File: src/rtl/mux_4x1_scanner.sv
// mux_4x1_scanner: round-robin select sequencer that scans a 4:1 mux into a 4-bit frame word
module mux_4x1_scanner #(
  parameter int unsigned DWELL = 4
) (
  input  logic       clock,
  input  logic       reset_b,
  input  logic       start,
  input  logic       continuous,
  input  logic       abort,
  input  logic       mux_out,
  output logic [1:0] select,
  output logic [3:0] sample,
  output logic       busy,
  output logic       done
);
  typedef enum logic [1:0] {IDLE, SCAN, DONE} state_t;
  localparam logic [7:0] LAST = 8'(DWELL - 1);
  state_t     state_q;
  logic [7:0] cnt_q;
  logic [1:0] sel_q;
  logic [2:0] shadow_q;
  logic [3:0] sample_q;
  logic       busy_q;
  logic       done_q;
  assign select = sel_q;
  assign sample = sample_q;
  assign busy   = busy_q;
  assign done   = done_q;
  always_ff @(posedge clock or negedge reset_b)
    if (!reset_b) begin
      state_q  <= IDLE;
      cnt_q    <= '0;
      sel_q    <= '0;
      shadow_q <= '0;
      sample_q <= '0;
      busy_q   <= 1'b0;
      done_q   <= 1'b0;
    end else begin
      case (state_q)
        IDLE: if (start) begin
          state_q <= SCAN;
          busy_q  <= 1'b1;
          cnt_q   <= '0;
          sel_q   <= '0;
        end
        SCAN: if (abort) begin
          state_q <= IDLE;
          busy_q  <= 1'b0;
          cnt_q   <= '0;
          sel_q   <= '0;
        end else if (cnt_q == LAST) begin
          cnt_q <= '0;
          if (sel_q == 2'd3) begin
            // last channel goes straight into the frame word, bypassing the shadow
            sample_q <= {mux_out, shadow_q};
            state_q  <= DONE;
            done_q   <= 1'b1;
            sel_q    <= '0;
          end else begin
            shadow_q[sel_q] <= mux_out;
            sel_q           <= sel_q + 2'd1;
          end
        end else begin
          cnt_q <= cnt_q + 8'd1;
        end
        DONE: begin
          done_q  <= 1'b0;
          state_q <= continuous ? SCAN : IDLE;
          busy_q  <= continuous;
          cnt_q   <= '0;
          sel_q   <= '0;
        end
        default: state_q <= IDLE;
      endcase
    end
endmodule
File: config.mk
export PLATFORM = sky130hd
export DESIGN_NAME = mux_4x1_scanner
export DESIGN_NICKNAME = d
export VERILOG_FILES = /design/src/rtl/mux_4x1_scanner.sv
export SDC_FILE = /design/constraint.sdc
export NUM_CORES = 1
export LEC_CHECK = 0
export BUFFER_PORTS_ARGS = -buffer_cell sky130_fd_sc_hd__buf_2
export CORE_UTILIZATION = 41
export CTS_BUF_LIST = sky130_fd_sc_hd__clkbuf_4 sky130_fd_sc_hd__clkbuf_8
export CTS_CLUSTER_DIAMETER = 80
export CTS_CLUSTER_SIZE = 16
export DETAILED_ROUTE_END_ITERATION = 6
export PLACE_DENSITY = 0.65
export SLEW_MARGIN = 20
export SYNTH_ARGS = -nofsm -noshare
export SYNTH_HDL_FRONTEND = slang
export SYNTH_SLANG_ARGS = --single-unit
export TNS_END_PERCENT = 5
File: constraint.sdc
create_clock -name clock -period 2.8 [get_ports clock]
set_input_delay 0.42 -clock clock [delete_from_list [all_inputs] [get_ports clock]]
set_output_delay 0.42 -clock clock [all_outputs]
set_load 0.02 [all_outputs]
Word level (Yosys, flattened, before mapping)
Index checks and enable logic that the tools add are counted.
{"block": "totals", "register_bits": 21, "latchBits": 0, "ramBits": 0, "mem_bits_ro": 0, "in_bits": 6, "out_inout_bits": 8, "mem_count": 0}
{"block": "classes", "addsub": 2, "multipliers": 0, "div": 0, "order_cmp": 2, "eq_ne": 11, "shift": 0, "mux": 25, "bitwise_logic": 2, "reduce_logical": 11}
{"operator": "$mux 8", "count": 3}
{"operator": "$pmux 8 s3", "count": 1}
{"operator": "$mux 2", "count": 8}
{"operator": "$pmux 2 s3", "count": 2}
{"operator": "$reduce_and 4->1", "count": 3}
{"operator": "$ne 2x2->1 const B", "count": 5}
{"operator": "$reduce_and 3->1", "count": 3}
{"operator": "$add 8x1->8 const B", "count": 1}
{"operator": "$eq 8x2->1 const B", "count": 1}
{"operator": "$mux 1", "count": 7}
{"operator": "$ne 3x3->1 const B", "count": 2}
{"operator": "$eq 2x2->1 const B", "count": 2}
{"operator": "$bwmux 3", "count": 1}
{"operator": "$lt 2x3->1 const B", "count": 1}
{"operator": "$pmux 1 s3", "count": 1}
{"operator": "$reduce_bool 3->1", "count": 1}
{"operator": "$add 2x1->2 const B", "count": 1}
{"operator": "$demux 1 s2", "count": 1}
{"operator": "$eq 2x1->1 const B", "count": 1}
{"operator": "$ge 2x1->1 const B", "count": 1}
{"operator": "$logic_not 2->1", "count": 1}
{"operator": "$not 1->1", "count": 2}
{"operator": "$pmux 1 s2", "count": 1}
{"operator": "$reduce_and 2->1", "count": 1}
{"operator": "2 further kinds", "count": 2}

Logic depth before layout (Yosys ltp)
{"block": "depth", "word_depth": 5, "depth_mapped": 6, "mapped_depth_nobuf": 5}

Least setup slack after synthesis
No wires, ideal clock.
{"block": "synth_timing", "path_type": "flip-flop to flip-flop", "from": "reg cnt_q[0]", "to": "reg shadow_q[0]", "t_arrival_ns": 1.476, "t_required_ns": 2.673, "slack_ns": 1.196, "path_stages_with_launch": 6, "path_buffers": 0, "path_cell_list": "dfrtp_1 ha_1 nor3b_1 and4b_4 nand2_1 mux2_1"}
{"block": "synth_via", "elab_chain_cells": 2}
{"element": "start: declaration", "line_no": "19", "rtl": "logic [7:0] cnt_q;"}
{"element": "start signal: assignment", "line_no": "64", "rtl": "cnt_q <= cnt_q + 8'd1;"}
{"element": "$eq 8x2->1", "line_no": "51", "rtl": "end else if (cnt_q == LAST) begin"}
{"element": "$reduce_and 4->1 (no line)"}
{"element": "end signal: indexed assignment", "line_no": "60", "rtl": "shadow_q[sel_q] <= mux_out;"}
{"element": "end: declaration", "line_no": "21", "rtl": "logic [2:0] shadow_q;"}
Every way passes these cells.
A chain may end at the register's enable or synchronous reset.

Worst setup path in the final report
{"block": "layout_timing", "from": "reg cnt_q[0]", "to": "reg sel_q[0], in the netlist select[0]"}
{"block": "layout_via", "elab_chain_cells": 3}
{"element": "$eq 8x2->1", "line_no": "51"}
{"element": "$ne 3x3->1 (no line)"}
{"element": "$reduce_and 3->1 (no line)"}
{"element": "end signal: assignment", "line_no": "61", "rtl": "sel_q <= sel_q + 2'd1;"}
{"element": "end: declaration", "line_no": "20", "rtl": "logic [1:0] sel_q;"}
Every way passes these cells.

==> out/qor.yml <==
outcome: "complete, no violations"
criticalPathCategory: "reg2reg"
seqPwrFrac_pct: 61.1
max_freq_ghz: 0.535
ys_top_cells_by_area: "dfrtp_1, ha_1, xor2_1, mux2_2, nand2_1"
io_buffers: 13
cts_resized: 0
drtAntennaViolNets: 0
period_share_pct: 66.7
cts_setup_buffers: 0
critPathMaxFanout: 9
drt_iter0_markers: 12
grt_pass1_wl_mm: 3.19
core-area_sq_um: 2450
reg2reg_slack_ns: 0.93
cts-buffers-inserted: 3
layout.nets: 122
grt_max_degree: 22
slew_viol_final: 0
drtPass1Iterations: 4
power.switching_mw: 0.152
htree_num_levels: 1
fin_crit_ns: 1.87
rr_endpoint: "select[0]"
gp_congestion: 0.758
synth_edf_count: 0
rows: 18
track_usage_pct: 16.1
end_kind: "flop"
slowest_delay_ns: 0.44
drive_gt1_share_pct: 22.7
worstPathArrival_ns: 2.06
yosysSeqAreaShare_pct: 49.7
grt_pass1_vias: 748
comb_power_share_pct: 12.4
critical_path_required_ns: 2.99
r2r_start: "cnt_q[0]"
hold_viol: 0
p_leak_nw: 0.564
synth_nets: 106
cts-root-buf: "clkbuf_4"
max-slew-margin-rel_pct: 69.7
ys_async_sr_fraction_pct: 100
initial_core_util_pct: 43.1
r2r_cells: 5
avgRoutedWirePerCell_um: 13.4
crit_chain: "ha_1 > nor3b_1 > nand2_1 > a21oi_2 > o21ai_0"
drv_cap: 0
crit_path_end: "select[0]"
p_clk_share_pct: 26.5
whs_ns: 0.0402
place_inst: 136
die_y_um: 52.8
postPlaceCellArea_sq_um: 1140
drt-total-wl_mm: 1.87
synth_cells: 95
p_per_area_nw_per_um2: 472
finalSetupViolCount: 0
instances_no_fill: 140
cp-startpoint: "cnt_q[0]"
cts_hold_buffers: 0
clock_path_buffers: 2
setup_tns_ns: 0
rsz0062_at_grt: "false"
via_per_inst: 5.40
skew_ns: 0.00455
power.total_mw: 0.553
yosysWarnings: 0
antenna_cells: 0
synth_seq_cells: 21
clk_pin_slew_ns: 0.12
grt-ovfl-total: 0
finalInstanceArea_sq_um: 1170
ios: 14
area_growth_pct: 10.9
synth_area_sq_um: 1060
die_x_um: 52.8
synth-main-ff-cell: "dfrtp_1"
antenna_found_initial: 0
hp-class: "in2async"
cts_tree: "built"
synth_cell_types: 31
tightest_slew_ns: 0.454
dieArea_sq_um: 2790
cellInternalPower_mw: 0.401
drc: 0
avgSynthCellArea_sq_um: 11.1
vias: 756
ir_drop_uv: 219
slowest_stage: "dfrtp_1"
startpoint_type: "flop"
yosysTopAreaCell: "dfrtp_1"
num-fill-cells: 232
cts_sinks: 21
clock_latency_ns: 0.31
dp_hpwl_mm: 1.32
synth_top_area_share_pct: 49.7
p_sw_share_pct: 27.4
## flip-flops by register name, summed over array words and instances (netlist names)
signal / count
shadow_q: 3
done: 1
sample: 4
cnt_q: 8
select: 2
state_q: 2
busy: 1
## power groups by stage
stage / sequential [mW] / clock (mW) / combinational [mW]
finish: 0.338 / 0.146 / 0.0685
global route: 0.341 / 0.161 / 0.0767
CTS: 0.338 / 0.152 / 0.0697
detailed placement: 0.344 / 0 / 0.0691
global placement: 0.342 / 0 / 0.0680
floorplan: 0.344 / 0 / 0.0417
## placed cells by master (no fill, tap or decap), types with 4 or more instances in the layout
cell type and n:
nand2_1 11, mux2_2 4, ha_1 5, nor2_1 9
buf_2 13, xor2_1 6, dfrtp_1 21, nand3_1 4
nand4_1 4
## metrics by stage
stage,util (%),worst slack [ns]
final,47.8,0.932
after global routing,47.8,0.801
after CTS,47.8,0.956
after detailed placement,46.6,0.986
after global placement,46.6,1.09
after floorplan,-,1.20
## cell usage after synthesis, types with 2 or more instances
library cell	n
dfrtp_1	21
mux2_2	4
inv_1	3
and3_1	2
xor2_1	6
nand3_1	4
ha_1	5
nor2_1	9
mux2_1	3
nand4_1	4
nand2_1	11
and4_1	2
o21ai_0	3
## critical path: cells and delay by family (launching register included)
kind | cells | cell delay, ns
flops | 1 | 0.44
simple gates | 2 | 0.55
compound gates | 2 | 0.54
fa+ha+maj | 1 | 0.22
## routing by layer
metal | global-route usage [%] | share of wire (%)
met5 | 0 | 0
met1 | 20.9 | 50
met3 | 2.61 | 3.3
met2 | 25.1 | 44
met4 | 9.21 | 2.7
## worst min path at each step
| stage | startpoint | to | slack (ns) | cells past startpoint |
|---|---|---|---|---|
| global placement | reset_b | cnt_q[7] | 0.40 | 1 |
| detailed placement | reset_b | cnt_q[5] | 0.40 | 1 |
| CTS | reset_b | state_q[1] | 0.05 | 1 |
| finish | reset_b | state_q[1] | 0.04 | 1 |
| floorplan | reset_b | busy | 0.12 | 0 |
| global route | reset_b | state_q[1] | 0.07 | 1 |
## cells by family (layout without fill, tap and decap cells)
family | Yosys count | count (layout) | share of synthesized area, %
compound gates | 9 | 9 | 5.80
fa+ha+maj | 5 | 5 | 5.92
buf+inv | 5 | 20 | 2.48
mux | 8 | 8 | 8.40
simple gates | 40 | 40 | 21.9
flops | 21 | 21 | 49.7
xor+xnor | 7 | 7 | 5.80
## layout make-up
cell class / instances / area (sq um) / area share [%]
Tap cell: 30 / 37.5 / 3.20
Multi-Input combinational cell: 69 / 505 / 43.1
Clock inverter: 1 / 5.00 / 0.427
Sequential cell: 21 / 526 / 44.8
Inverter: 3 / 11.3 / 0.961
Clock buffer: 3 / 22.5 / 1.92
Timing Repair Buffer: 13 / 65.1 / 5.55
(Power assumes the default switching activity.)
